$ cat src/rtl/ipf_lcu_sequencer_pkg.sv
// Shared definitions for the IPF front-end: state encoding, LCU size
// lookups, parameter word layout and the pixel address concatenation.
package ipf_pkg;

    localparam int ADDR_W = 14;
    localparam int PRM_AW = 6;
    localparam int PRM_W  = 24;

    typedef enum logic [2:0] {
        ST_IDLE   = 3'd0,
        ST_PFETCH = 3'd1,
        ST_STREAM = 3'd2,
        ST_FLUSH  = 3'd3,
        ST_DONE   = 3'd4
    } seq_state_t;

    localparam logic [1:0] SZ_16 = 2'd0;
    localparam logic [1:0] SZ_32 = 2'd1;
    localparam logic [1:0] SZ_64 = 2'd2;

    // Parameter word fields: [23:22] type, [21:17] band_pos, [16] wo_class, [15:0] offset
    localparam int PRM_TYPE_LSB = 22;
    localparam int PRM_BAND_LSB = 17;
    localparam int PRM_WO_BIT   = 16;
    localparam int PRM_OFS_LSB  = 0;

    // Encoding 3 is an alias of 64x64.
    function automatic logic [1:0] size_norm(input logic [1:0] cfg);
        return (cfg == 2'd3) ? SZ_64 : cfg;
    endfunction

    // LCU width minus one (16/32/64).
    function automatic logic [5:0] lcu_w_m1(input logic [1:0] sz);
        case (sz)
            SZ_16:   return 6'd15;
            SZ_32:   return 6'd31;
            default: return 6'd63;
        endcase
    endfunction

    // LCUs per row minus one (8/4/2).
    function automatic logic [2:0] lcus_per_row_m1(input logic [1:0] sz);
        case (sz)
            SZ_16:   return 3'd7;
            SZ_32:   return 3'd3;
            default: return 3'd1;
        endcase
    endfunction

    // Raster address of pixel (col,row) inside LCU (x,y) of a 128-wide image.
    function automatic logic [ADDR_W-1:0] addr_concat(input logic [1:0] sz,
                                                      input logic [2:0] y,
                                                      input logic [5:0] row,
                                                      input logic [2:0] x,
                                                      input logic [5:0] col);
        case (sz)
            SZ_16:   return {y[2:0], row[3:0], x[2:0], col[3:0]};
            SZ_32:   return {y[1:0], row[4:0], x[1:0], col[4:0]};
            default: return {y[0], row[5:0], x[0], col[5:0]};
        endcase
    endfunction

    // Parameter table index y*lcus_per_row + x.
    function automatic logic [PRM_AW-1:0] prm_index(input logic [1:0] sz,
                                                    input logic [2:0] y,
                                                    input logic [2:0] x);
        case (sz)
            SZ_16:   return {y[2:0], x[2:0]};
            SZ_32:   return {2'b00, y[1:0], x[1:0]};
            default: return {4'b0000, y[0], x[0]};
        endcase
    endfunction

endpackage

$ cat src/rtl/ipf_lcu_sequencer_if.sv
// Pixel memory and parameter table read ports of the sequencer.
// Handshake: a read is requested by holding *_ren high with *_addr for one
// cycle; *_rdata is valid exactly one cycle later. There is no backpressure.
interface ipf_lcu_sequencer_if;
    import ipf_pkg::*;

    logic [ADDR_W-1:0] pix_addr;
    logic              pix_ren;
    logic [7:0]        pix_rdata;
    logic [PRM_AW-1:0] prm_addr;
    logic              prm_ren;
    logic [PRM_W-1:0]  prm_rdata;

    modport master (output pix_addr, pix_ren, prm_addr, prm_ren,
                    input  pix_rdata, prm_rdata);
    modport slave  (input  pix_addr, pix_ren, prm_addr, prm_ren,
                    output pix_rdata, prm_rdata);
endinterface

$ cat src/rtl/ipf_lcu_sequencer_addr_gen.sv
// col/row/lcu_x/lcu_y counter chain producing the LCU-order pixel address,
// LCU/image boundary flags and the coordinates/index of the following LCU.
module ipf_lcu_addr_gen
    import ipf_pkg::*;
(
    input  logic              clk,
    input  logic              reset,
    input  logic              clr,
    input  logic              adv,
    input  logic [1:0]        sz,
    output logic [ADDR_W-1:0] pix_addr,
    output logic              first_lcu_pix,
    output logic              last_lcu_pix,
    output logic              last_img_pix,
    output logic              last_lcu,
    output logic [2:0]        nxt_x,
    output logic [2:0]        nxt_y,
    output logic [PRM_AW-1:0] nxt_prm_idx
);

    logic [5:0] col_q, col_d, row_q, row_d;
    logic [2:0] lx_q, lx_d, ly_q, ly_d;
    logic       col_last, row_last, x_last, y_last;

    assign col_last      = (col_q == lcu_w_m1(sz));
    assign row_last      = (row_q == lcu_w_m1(sz));
    assign x_last        = (lx_q == lcus_per_row_m1(sz));
    assign y_last        = (ly_q == lcus_per_row_m1(sz));
    assign first_lcu_pix = (col_q == 6'd0) && (row_q == 6'd0);
    assign last_lcu_pix  = col_last && row_last;
    assign last_lcu      = x_last && y_last;
    assign last_img_pix  = last_lcu_pix && last_lcu;
    assign pix_addr      = addr_concat(sz, ly_q, row_q, lx_q, col_q);
    assign nxt_x         = x_last ? 3'd0 : lx_q + 3'd1;
    assign nxt_y         = x_last ? ly_q + 3'd1 : ly_q;
    assign nxt_prm_idx   = prm_index(sz, nxt_y, nxt_x);

    // Ripple the counters: col fastest, then row, lcu_x, lcu_y.
    always_comb begin
        col_d = col_q;
        row_d = row_q;
        lx_d  = lx_q;
        ly_d  = ly_q;
        if (clr) begin
            col_d = 6'd0;
            row_d = 6'd0;
            lx_d  = 3'd0;
            ly_d  = 3'd0;
        end else if (adv) begin
            if (!col_last) begin
                col_d = col_q + 6'd1;
            end else begin
                col_d = 6'd0;
                if (!row_last) begin
                    row_d = row_q + 6'd1;
                end else begin
                    row_d = 6'd0;
                    if (!x_last) begin
                        lx_d = lx_q + 3'd1;
                    end else begin
                        lx_d = 3'd0;
                        ly_d = y_last ? 3'd0 : ly_q + 3'd1;
                    end
                end
            end
        end
    end

    // Counter registers.
    always_ff @(posedge clk or negedge reset) begin
        if (!reset) begin
            col_q <= 6'd0;
            row_q <= 6'd0;
            lx_q  <= 3'd0;
            ly_q  <= 3'd0;
        end else begin
            col_q <= col_d;
            row_q <= row_d;
            lx_q  <= lx_d;
            ly_q  <= ly_d;
        end
    end

endmodule

$ cat src/rtl/ipf_lcu_sequencer.sv
// Streams a 128x128 image in LCU raster order into the IPF, gap-free, and
// presents each LCU's filter parameters aligned to the IPF end-of-LCU capture.
module ipf_lcu_sequencer
    import ipf_pkg::*;
(
    input  logic                clk,
    input  logic                reset,
    input  logic                start,
    input  logic [1:0]          cfg_lcu_size,
    input  logic                ipf_busy,
    ipf_lcu_sequencer_if.master mem,
    output logic                in_en,
    output logic [7:0]          din,
    output logic [1:0]          ipf_type,
    output logic [4:0]          ipf_band_pos,
    output logic                ipf_wo_class,
    output logic [15:0]         ipf_offset,
    output logic [2:0]          lcu_x,
    output logic [2:0]          lcu_y,
    output logic [1:0]          lcu_size,
    output logic                seq_busy,
    output logic                done,
    output logic [2:0]          dbg_state
);

    seq_state_t state_q, state_d;
    logic       flush_q, flush_d;
    logic [1:0] size_q, size_d;
    logic [1:0] sz_eff;

    logic              pix_ren, prm_ren, gen_clr, gen_adv;
    logic [PRM_AW-1:0] prm_addr;
    logic [ADDR_W-1:0] gen_addr;
    logic              first_lcu_pix, last_lcu_pix, last_img_pix, last_lcu;
    logic [2:0]        gen_nxt_x, gen_nxt_y;
    logic [PRM_AW-1:0] gen_nxt_idx;

    // Two-stage pixel pipeline: memory read, then din register.
    logic             ren_d1_q, ren_d1_d, lcu_end_d1_q, lcu_end_d1_d;
    logic             img_end_d1_q, img_end_d1_d, in_en_q, in_en_d;
    logic [7:0]       din_q, din_d;
    // Parameter path: LCU 0 captured straight to outputs, later LCUs via nxt.
    logic             pf0_pend_q, pf0_pend_d, prm_pend_q, prm_pend_d;
    logic [PRM_W-1:0] nxt_prm_q, nxt_prm_d, cur_prm_q, cur_prm_d;
    logic [2:0]       nxt_x_q, nxt_x_d, nxt_y_q, nxt_y_d;
    logic [2:0]       cur_x_q, cur_x_d, cur_y_q, cur_y_d;

    assign sz_eff = size_norm(size_q);

    ipf_lcu_addr_gen u_addr_gen (
        .clk           (clk),
        .reset         (reset),
        .clr           (gen_clr),
        .adv           (gen_adv),
        .sz            (sz_eff),
        .pix_addr      (gen_addr),
        .first_lcu_pix (first_lcu_pix),
        .last_lcu_pix  (last_lcu_pix),
        .last_img_pix  (last_img_pix),
        .last_lcu      (last_lcu),
        .nxt_x         (gen_nxt_x),
        .nxt_y         (gen_nxt_y),
        .nxt_prm_idx   (gen_nxt_idx)
    );

    // Sequencer FSM: next state and memory read strobes.
    always_comb begin
        state_d  = state_q;
        flush_d  = 1'b0;
        size_d   = size_q;
        pix_ren  = 1'b0;
        prm_ren  = 1'b0;
        prm_addr = '0;
        gen_clr  = 1'b0;
        gen_adv  = 1'b0;
        case (state_q)
            ST_IDLE: begin
                if (start && !ipf_busy) begin
                    state_d = ST_PFETCH;
                    size_d  = cfg_lcu_size;
                    gen_clr = 1'b1;
                end
            end
            ST_PFETCH: begin
                prm_ren  = 1'b1;
                state_d  = ST_STREAM;
            end
            ST_STREAM: begin
                pix_ren = 1'b1;
                gen_adv = 1'b1;
                // Prefetch the next LCU's word on the first pixel of this one.
                if (first_lcu_pix && !last_lcu) begin
                    prm_ren  = 1'b1;
                    prm_addr = gen_nxt_idx;
                end
                if (last_img_pix) begin
                    state_d = ST_FLUSH;
                end
            end
            ST_FLUSH: begin
                flush_d = !flush_q;
                if (flush_q) begin
                    state_d = ST_DONE;
                end
            end
            ST_DONE: begin
                state_d = ST_IDLE;
            end
            default: begin
                state_d = ST_IDLE;
            end
        endcase
    end

    // Pixel and parameter pipeline next values.
    always_comb begin
        ren_d1_d     = pix_ren;
        lcu_end_d1_d = pix_ren && last_lcu_pix;
        img_end_d1_d = pix_ren && last_img_pix;
        in_en_d      = ren_d1_q;
        din_d        = ren_d1_q ? mem.pix_rdata : din_q;
        pf0_pend_d   = (state_q == ST_PFETCH);
        prm_pend_d   = prm_ren && (state_q == ST_STREAM);
        nxt_prm_d    = prm_pend_q ? mem.prm_rdata : nxt_prm_q;
        nxt_x_d      = prm_pend_d ? gen_nxt_x : nxt_x_q;
        nxt_y_d      = prm_pend_d ? gen_nxt_y : nxt_y_q;
        cur_prm_d    = cur_prm_q;
        cur_x_d      = cur_x_q;
        cur_y_d      = cur_y_q;
        if (pf0_pend_q) begin
            cur_prm_d = mem.prm_rdata;
            cur_x_d   = 3'd0;
            cur_y_d   = 3'd0;
        end else if (lcu_end_d1_q && !img_end_d1_q) begin
            // Switch on the edge that presents this LCU's last pixel.
            cur_prm_d = nxt_prm_q;
            cur_x_d   = nxt_x_q;
            cur_y_d   = nxt_y_q;
        end
    end

    // State and pipeline registers.
    always_ff @(posedge clk or negedge reset) begin
        if (!reset) begin
            state_q      <= ST_IDLE;
            flush_q      <= 1'b0;
            size_q       <= 2'd0;
            ren_d1_q     <= 1'b0;
            lcu_end_d1_q <= 1'b0;
            img_end_d1_q <= 1'b0;
            in_en_q      <= 1'b0;
            din_q        <= 8'd0;
            pf0_pend_q   <= 1'b0;
            prm_pend_q   <= 1'b0;
            nxt_prm_q    <= '0;
            nxt_x_q      <= 3'd0;
            nxt_y_q      <= 3'd0;
            cur_prm_q    <= '0;
            cur_x_q      <= 3'd0;
            cur_y_q      <= 3'd0;
        end else begin
            state_q      <= state_d;
            flush_q      <= flush_d;
            size_q       <= size_d;
            ren_d1_q     <= ren_d1_d;
            lcu_end_d1_q <= lcu_end_d1_d;
            img_end_d1_q <= img_end_d1_d;
            in_en_q      <= in_en_d;
            din_q        <= din_d;
            pf0_pend_q   <= pf0_pend_d;
            prm_pend_q   <= prm_pend_d;
            nxt_prm_q    <= nxt_prm_d;
            nxt_x_q      <= nxt_x_d;
            nxt_y_q      <= nxt_y_d;
            cur_prm_q    <= cur_prm_d;
            cur_x_q      <= cur_x_d;
            cur_y_q      <= cur_y_d;
        end
    end

    assign mem.pix_addr = gen_addr;
    assign mem.pix_ren  = pix_ren;
    assign mem.prm_addr = prm_addr;
    assign mem.prm_ren  = prm_ren;

    assign in_en        = in_en_q;
    assign din          = din_q;
    assign ipf_type     = cur_prm_q[PRM_TYPE_LSB +: 2];
    assign ipf_band_pos = cur_prm_q[PRM_BAND_LSB +: 5];
    assign ipf_wo_class = cur_prm_q[PRM_WO_BIT];
    assign ipf_offset   = cur_prm_q[PRM_OFS_LSB +: 16];
    assign lcu_x        = cur_x_q;
    assign lcu_y        = cur_y_q;
    assign lcu_size     = size_q;
    assign seq_busy     = (state_q != ST_IDLE);
    assign done         = (state_q == ST_DONE);
    assign dbg_state    = state_q;

endmodule

$ cat src/flat_wrapper.sv
// flat-port wrapper written by rule: the top's interface ports become plain ports
module ipf_lcu_sequencer_flat import ipf_pkg::*;
  (clk, reset, start, cfg_lcu_size, ipf_busy, in_en, din, ipf_type, ipf_band_pos, ipf_wo_class, ipf_offset, lcu_x, lcu_y, lcu_size, seq_busy, done, dbg_state, mem_pix_addr, mem_pix_ren, mem_prm_addr, mem_prm_ren, mem_pix_rdata, mem_prm_rdata);
  ipf_lcu_sequencer_if mem_i ();
  input  logic clk;
  input  logic reset;
  input  logic start;
  input  logic [1:0] cfg_lcu_size;
  input  logic ipf_busy;
  output logic in_en;
  output logic [7:0] din;
  output logic [1:0] ipf_type;
  output logic [4:0] ipf_band_pos;
  output logic ipf_wo_class;
  output logic [15:0] ipf_offset;
  output logic [2:0] lcu_x;
  output logic [2:0] lcu_y;
  output logic [1:0] lcu_size;
  output logic seq_busy;
  output logic done;
  output logic [2:0] dbg_state;
  output wire logic [$bits(mem_i.pix_addr)-1:0] mem_pix_addr;
  output wire logic [$bits(mem_i.pix_ren)-1:0] mem_pix_ren;
  output wire logic [$bits(mem_i.prm_addr)-1:0] mem_prm_addr;
  output wire logic [$bits(mem_i.prm_ren)-1:0] mem_prm_ren;
  input wire logic [$bits(mem_i.pix_rdata)-1:0] mem_pix_rdata;
  input wire logic [$bits(mem_i.prm_rdata)-1:0] mem_prm_rdata;
  assign mem_pix_addr = mem_i.pix_addr;
  assign mem_pix_ren = mem_i.pix_ren;
  assign mem_prm_addr = mem_i.prm_addr;
  assign mem_prm_ren = mem_i.prm_ren;
  assign mem_i.pix_rdata = mem_pix_rdata;
  assign mem_i.prm_rdata = mem_prm_rdata;
  ipf_lcu_sequencer u_core (.clk(clk), .reset(reset), .start(start), .cfg_lcu_size(cfg_lcu_size), .ipf_busy(ipf_busy), .mem(mem_i), .in_en(in_en), .din(din), .ipf_type(ipf_type), .ipf_band_pos(ipf_band_pos), .ipf_wo_class(ipf_wo_class), .ipf_offset(ipf_offset), .lcu_x(lcu_x), .lcu_y(lcu_y), .lcu_size(lcu_size), .seq_busy(seq_busy), .done(done), .dbg_state(dbg_state));
endmodule
$ cat config.mk
export PLATFORM = sky130hd
export DESIGN_NAME = ipf_lcu_sequencer_flat
export DESIGN_NICKNAME = d
export VERILOG_FILES = /design/src/rtl/ipf_lcu_sequencer_pkg.sv /design/src/rtl/ipf_lcu_sequencer_if.sv /design/src/rtl/ipf_lcu_sequencer_addr_gen.sv /design/src/rtl/ipf_lcu_sequencer.sv /design/src/flat_wrapper.sv
export SDC_FILE = /design/constraint.sdc
export NUM_CORES = 1
export LEC_CHECK = 0
export ABC_AREA = 1
export CORE_MARGIN = 5
export CORE_UTILIZATION = 40
export DETAILED_ROUTE_END_ITERATION = 7
export PLACE_DENSITY = 0.71
export SYNTH_ARGS = -nofsm -noshare
export SYNTH_HDL_FRONTEND = slang
export SYNTH_SLANG_ARGS = --single-unit
$ cat constraint.sdc
create_clock -name clk -period 2.3 [get_ports clk]
set_input_delay 0.46 -clock clk [delete_from_list [all_inputs] [get_ports clk]]
set_output_delay 0.46 -clock clk [all_outputs]
set_load 0.01 [all_outputs]
==> Word-level counts from Yosys, hierarchy flattened <==
Index checks and enable logic that the tools add are counted.
W data, S select, Z words.
{ "op_classes": {"n_addsub": 4, "eq_ne": 13, "n_mux": 42, "n_reduce_logical": 29} }
{ "ops": {"columns": ["cell", "count"], "rows": [
  ["$mux W3", 19],
  ["$mux W6", 9],
  ["$mux W24", 2],
  ["$pmux W14 S2", 1],
  ["$pmux W6 S2", 2],
  ["$add A6 B1 Y6 const B", 2],
  ["$eq A6 B6 Y1", 2],
  ["$logic_not A6 Y1", 2],
  ["$pmux W3 S4", 1],
  ["$logic_and A1 B1 Y1", 10],
  ["$reduce_bool A2 Y1", 5],
  ["$add A3 B1 Y3 const B", 2],
  ["$eq A3 B2 Y1 const B", 2],
  ["$eq A3 B3 Y1", 2],
  ["$ne A2 B1 Y1 const B", 3],
  ["$pmux W3 S2", 1],
  ["$reduce_and A3 Y1", 2],
  ["$mux W1", 5],
  ["$logic_not A1 Y1", 4],
  ["$reduce_and A2 Y1", 2],
  ["$reduce_and A4 Y1", 1],
  ["$eq A3 B1 Y1 const B", 1],
  ["$eq A3 B3 Y1 const B", 1],
  ["$logic_not A3 Y1", 1],
  ["other kinds (6)", 6]
]} }
{ "word_totals": {"register_bits": 98} }

==> Depth between registers and ports, before layout <==
{ "logic_depth": {"ltp_word": 11, "ltp_mapped": 11, "depth_no_buf": 10} }

==> By module <==
From an unflattened synthesis, not the netlist that was laid out.
{ "hier_totals": {"cells_unflattened": 580, "hier_area_um2": 4842.1} }
{ "by_module_without_submodules": {"columns": ["mod", "instances", "cells_each", "area_per_inst_um2", "seq_area_each_um2"], "rows": [
  ["ipf_lcu_sequencer", 1, 369, 3344.5, 2001.9],
  ["ipf_lcu_addr_gen", 1, 211, 1497.7, 450.4]
]} }

==> Worst setup path after synthesis <==
Ideal clock, no wire load.
{ "synth_timing": {"path_kind": "register to output", "startpoint": "reg u_core.size_q[1], in the netlist u_core.lcu_size[1]", "endpoint": "out mem_prm_addr[2]", "arrival_ns": 1.769, "t_required_ns": 1.840, "path_slack_ns": 0.071, "stages_incl_launch_ff": 9, "path_buffers": 1, "cell_sequence": "dfrtp_1 -> buf_6 -> nor2_4 -> ha_1 -> nor2_4 -> nand3_4 -> xor2_1 -> nand2_1 -> a21oi_1"} }
{ "synth_via": {"elab_chain_cells": 10, "elab_cells_between_ends": 15} }
{ "synth_lines": {"columns": ["element", "line", "text"], "rows": [
  ["start: declaration", "ipf_lcu_sequencer.sv:28", "logic [1:0] size_q, size_d;"],
  ["start signal: assignment", "ipf_lcu_sequencer.sv:164", "size_q <= size_d;"],
  ["$eq A2 B2 Y1", "ipf_lcu_sequencer_pkg.sv:29", "return (cfg == 2'd3) ? SZ_64 : cfg;"],
  ["$mux W2 (*)", "ipf_lcu_sequencer_pkg.sv:29", null],
  ["parallel branches: the longest is 6 deep, another holds $pmux W6 S2", null, null],
  ["$mux W6 (*)", "ipf_lcu_sequencer.sv:92", "if (first_lcu_pix && !last_lcu) begin"],
  ["$mux W6 (*)", "ipf_lcu_sequencer.sv:76", "case (state_q)"],
  ["end: declaration", "flat_wrapper.sv:24", "output wire logic [$bits(mem_i.prm_addr)-1:0] mem_prm_addr;"]
]} }
Every way passes the cells marked *.

==> Final worst setup path <==
{ "layout_timing": {"startpoint": "reg u_core.size_q[1], in the netlist u_core.lcu_size[1]", "endpoint": "out mem_prm_addr[3]"} }
The elaborated chain is that of the path after synthesis.

==> results.md <==
- Placeable Area: between 10000 and 15000 sq um
- Htree depth: 3
- Via/cell ratio: ~5.0
- Share of the synthesized area in the top cell type: 0.517
- Peak Freq: ~0.38 GHz
- Die extent in x: approximately 120 um
- Non-Filler Instances: 801
- R2R cell count: 16
- Routed wire per std cell: approximately 15 um
- CP Capture Type: output port
- CTS Sinks: 98
- Flop and latch count out of synthesis: a little under 100
- Setup Skew: roughly 0.0087 ns
- First-pass GRT wire length: roughly 20000 um
- Pin count of the biggest net entering global routing: roughly 60
- Leak: 3.04 nW
- Post-DP HPWL: ~8400 um
- GPL Wtd Cong: ~0.85
- Ys flop type: dfrtp_1
- Largest fanout on the critical path: 5
- Outcome: finished with violations
- Failing checks: setup timing
- Antenna violations before repair: 0
- Final hold viol count: 0
- Max Buffers Root-to-Sink: 2
- Chip height: 119 um
- Port Buf Inserts: around 110
- Vias: around 4000
- Worst hold path depth: 1
- Final net count: about 700
- Number of flops mapped to enable cells by yosys: 0
- Proportion of layout cells with a drive suffix above 1: 0.266
- Finish-stage setup viols: 8
- Slew @ Worst Pin: about 0.53 ns
- Boundary pin count: 106
- Worst-path clk slew: about 0.07 ns
- Unrepaired setup endpoints after global routing: true
- Distinct cells, synth: 33
- Slew Limit Headroom: 0.644
- Total grt overflow: 0
- Critical path required time: approximately 1.8 ns
- DRC: 0
- Worst-skew pair later-pin latency: ~0.35 ns
- Fin crit share: 1.14
- Critical Path Start Type: register
- DRT iter0 DRCs: 297
- Seq/Total Area, Yosys: 0.517
- Syn Area/Cell: ~9.5 sq um
- Hold WC Path Type: reg -> reg
- Synth warnings: 0
- Syn Inst Count: 500
- GRT Total Usage: 0.173
- Power Density: approximately 540 nW/um^2
- Synth Cell Area: between 4000 and 5000 sq um
- Max Slew Vio Count: 0
- Post-route minimum period: about 2.6 ns
- Syn Nets: roughly 550
- R2r setup slk: -0.14 ns
- Vias in the first global route: 4043
- Synth area leaders: dfrtp_1, nand2_1, mux2_2, nor2_1, a31oi_1
- ANT cells: 0
- Yosys top cell by area: dfrtp_1
- ANT nets after route: 0
- Row count: 39
- Total Routed Length: around 12000 um
- Kind of critical path: reg -> out
- Post-synth ARST share: 1.00
- Initial Util: 0.412
- Total CTS buffers: 9
- Most common cell in the netlist: nand2_1
- Synth-to-Final Area Change: 41.7%
- CTS root buf: clkbuf_16
- DR pass1 iterations: 5
- Setup WS post-layout: -0.317 ns
- Max-cap violations: 0
- Commonest cells in the netlist: nand2_1, dfrtp_1, nor2_1
- # fillers: 956
- Crit path DAT: roughly 2.2 ns
- DP Cell Count: 766
- Die Area: 14100 sq um
- Dpl ws: -0.258 ns
- CTS tree: done
- Worst ir drop on vdd: 0.000281 V
kinds of logic (layout without fill, tap and decap cells):
logic type,Yosys count,in the layout,synth area share
xor gates and xnor gates,6,6,0.0111
buffers and inverters,72,230,0.0728
adders and majority gates,8,8,0.0211
DFF,98,98,0.517
AOI/OAI and AO/OA,66,66,0.0831
muxes,32,32,0.0760
and+or+nand+nor,218,218,0.219
power breakdown:
part	switching [W]	internal, W	total [W]
registers	0.0000244	0.00176	0.00179
logic	0.000157	0.000186	0.000342
clock network	0.000638	0.000869	0.00151
total	0.000818	0.00282	0.00364
routing by layer:
| layer | routed length (um) | GRT usage |
|---|---|---|
| met1 | 5370 | 0.218 |
| met2 | 5920 | 0.290 |
| met3 | 550 | 0.0403 |
| met4 | 176 | 0.0710 |
| met5 | 0 | 0 |
cell type report:
cell class                      count  area, sq um  share of cell area
Inverter                           44          170              0.0253
Timing Repair Buffer              170         1550               0.231
Sequential cell                    98         2450               0.365
Clock buffer                       11          243              0.0361
Multi-Input combinational cell    330         2070               0.308
Clock inverter                      5         53.8             0.00801
Tap cell                          143          179              0.0266
final timing paths:
kind / from / endpoint
min reg2reg: u_core.flush_q$_DFF_PN0_ / u_core.flush_q$_DFF_PN0_
max: u_core.lcu_size[1]$_DFFE_PN0P_ / mem_prm_addr[3]
max in group asynchronous: reset / u_core.cur_prm_q[18]$_DFFE_PN0P_
min in group asynchronous: reset / u_core.cur_prm_q[6]$_DFFE_PN0P_
max reg2reg: u_core.lcu_size[1]$_DFFE_PN0P_ / u_core.img_end_d1_q$_DFF_PN0_
min: u_core.flush_q$_DFF_PN0_ / u_core.flush_q$_DFF_PN0_
flip-flops by register name, summed over array words and instances (netlist names), 2 cells and up:
name and flops:
u_core.nxt_prm_q 24, u_core.cur_prm_q 24, u_core.nxt_x_q 3, u_core.u_addr_gen.row_q 6, u_core.u_addr_gen.col_q 6, u_core.lcu_y 3
u_core.nxt_y_q 3, u_core.lcu_size 2, u_core.dbg_state 3, u_core.u_addr_gen.ly_q 3, u_core.lcu_x 3, u_core.din 8
u_core.u_addr_gen.lx_q 3
metrics by stage:
| stage | TNS [ns] | hold slack [ns] | area (sq um) | power [W] | util |
|---|---|---|---|---|---|
| floorplan | 0 | 0.164 | 4740 | 0.00193 | - |
| global placement | -1.47 | 0.339 | 6160 | 0.00215 | 0.535 |
| detailed placement | -1.63 | 0.350 | 6160 | 0.00216 | 0.535 |
| CTS | -1.08 | 0.428 | 6630 | 0.00367 | 0.576 |
| global route | -2.80 | 0.436 | 6720 | 0.00378 | 0.583 |
| finish | -2.13 | 0.425 | 6720 | 0.00364 | 0.583 |
placed cells by master, fill, tap and decap left out, types with 2 or more instances in the layout:
cell type        count
buf_4               57
xor2_1               5
nor2_2               3
o21ai_0             18
buf_12               2
clkinv_2             3
a21oi_1              3
inv_1               36
nand2_1            108
nand3_1             23
inv_4                2
nand4_1              2
nor2_4               8
nand2_4              3
dfrtp_1             98
ha_4                 2
clkbuf_16            9
mux2_2              32
nor2_1              45
nand3_4              2
nand2_8              2
o211ai_1             2
o21ai_2              5
dlygate4sd2_1        4
nand3_2              3
buf_6                8
a2bb2oi_1            2
a31oi_1             25
nand2_2             10
a21oi_2              2
nor3_4               3
buf_2                6
o21a_1               2
nor3_1               5
clkdlybuf4s50_1     91
o21ai_1              6
inv_2                6
ha_1                 6
critical path, cell delays in order (launching register included):
cell     delay (ns)
dfrtp_1        0.42
nor2_4         0.16
ha_4           0.22
nor2_4         0.12
nand3_4        0.11
buf_4          0.17
xor2_4         0.19
nand2_1        0.11
a21oi_2        0.16
buf_2          0.15
what timing repair did:
item,in CTS,in global routing
gates resized for setup,57,13
buffers inserted,15,4
hold endpoints to repair,16,0
hold buffers,1,0
pin swaps,11,9
setup endpoints to repair,13,11
(Power assumes the default switching activity.)
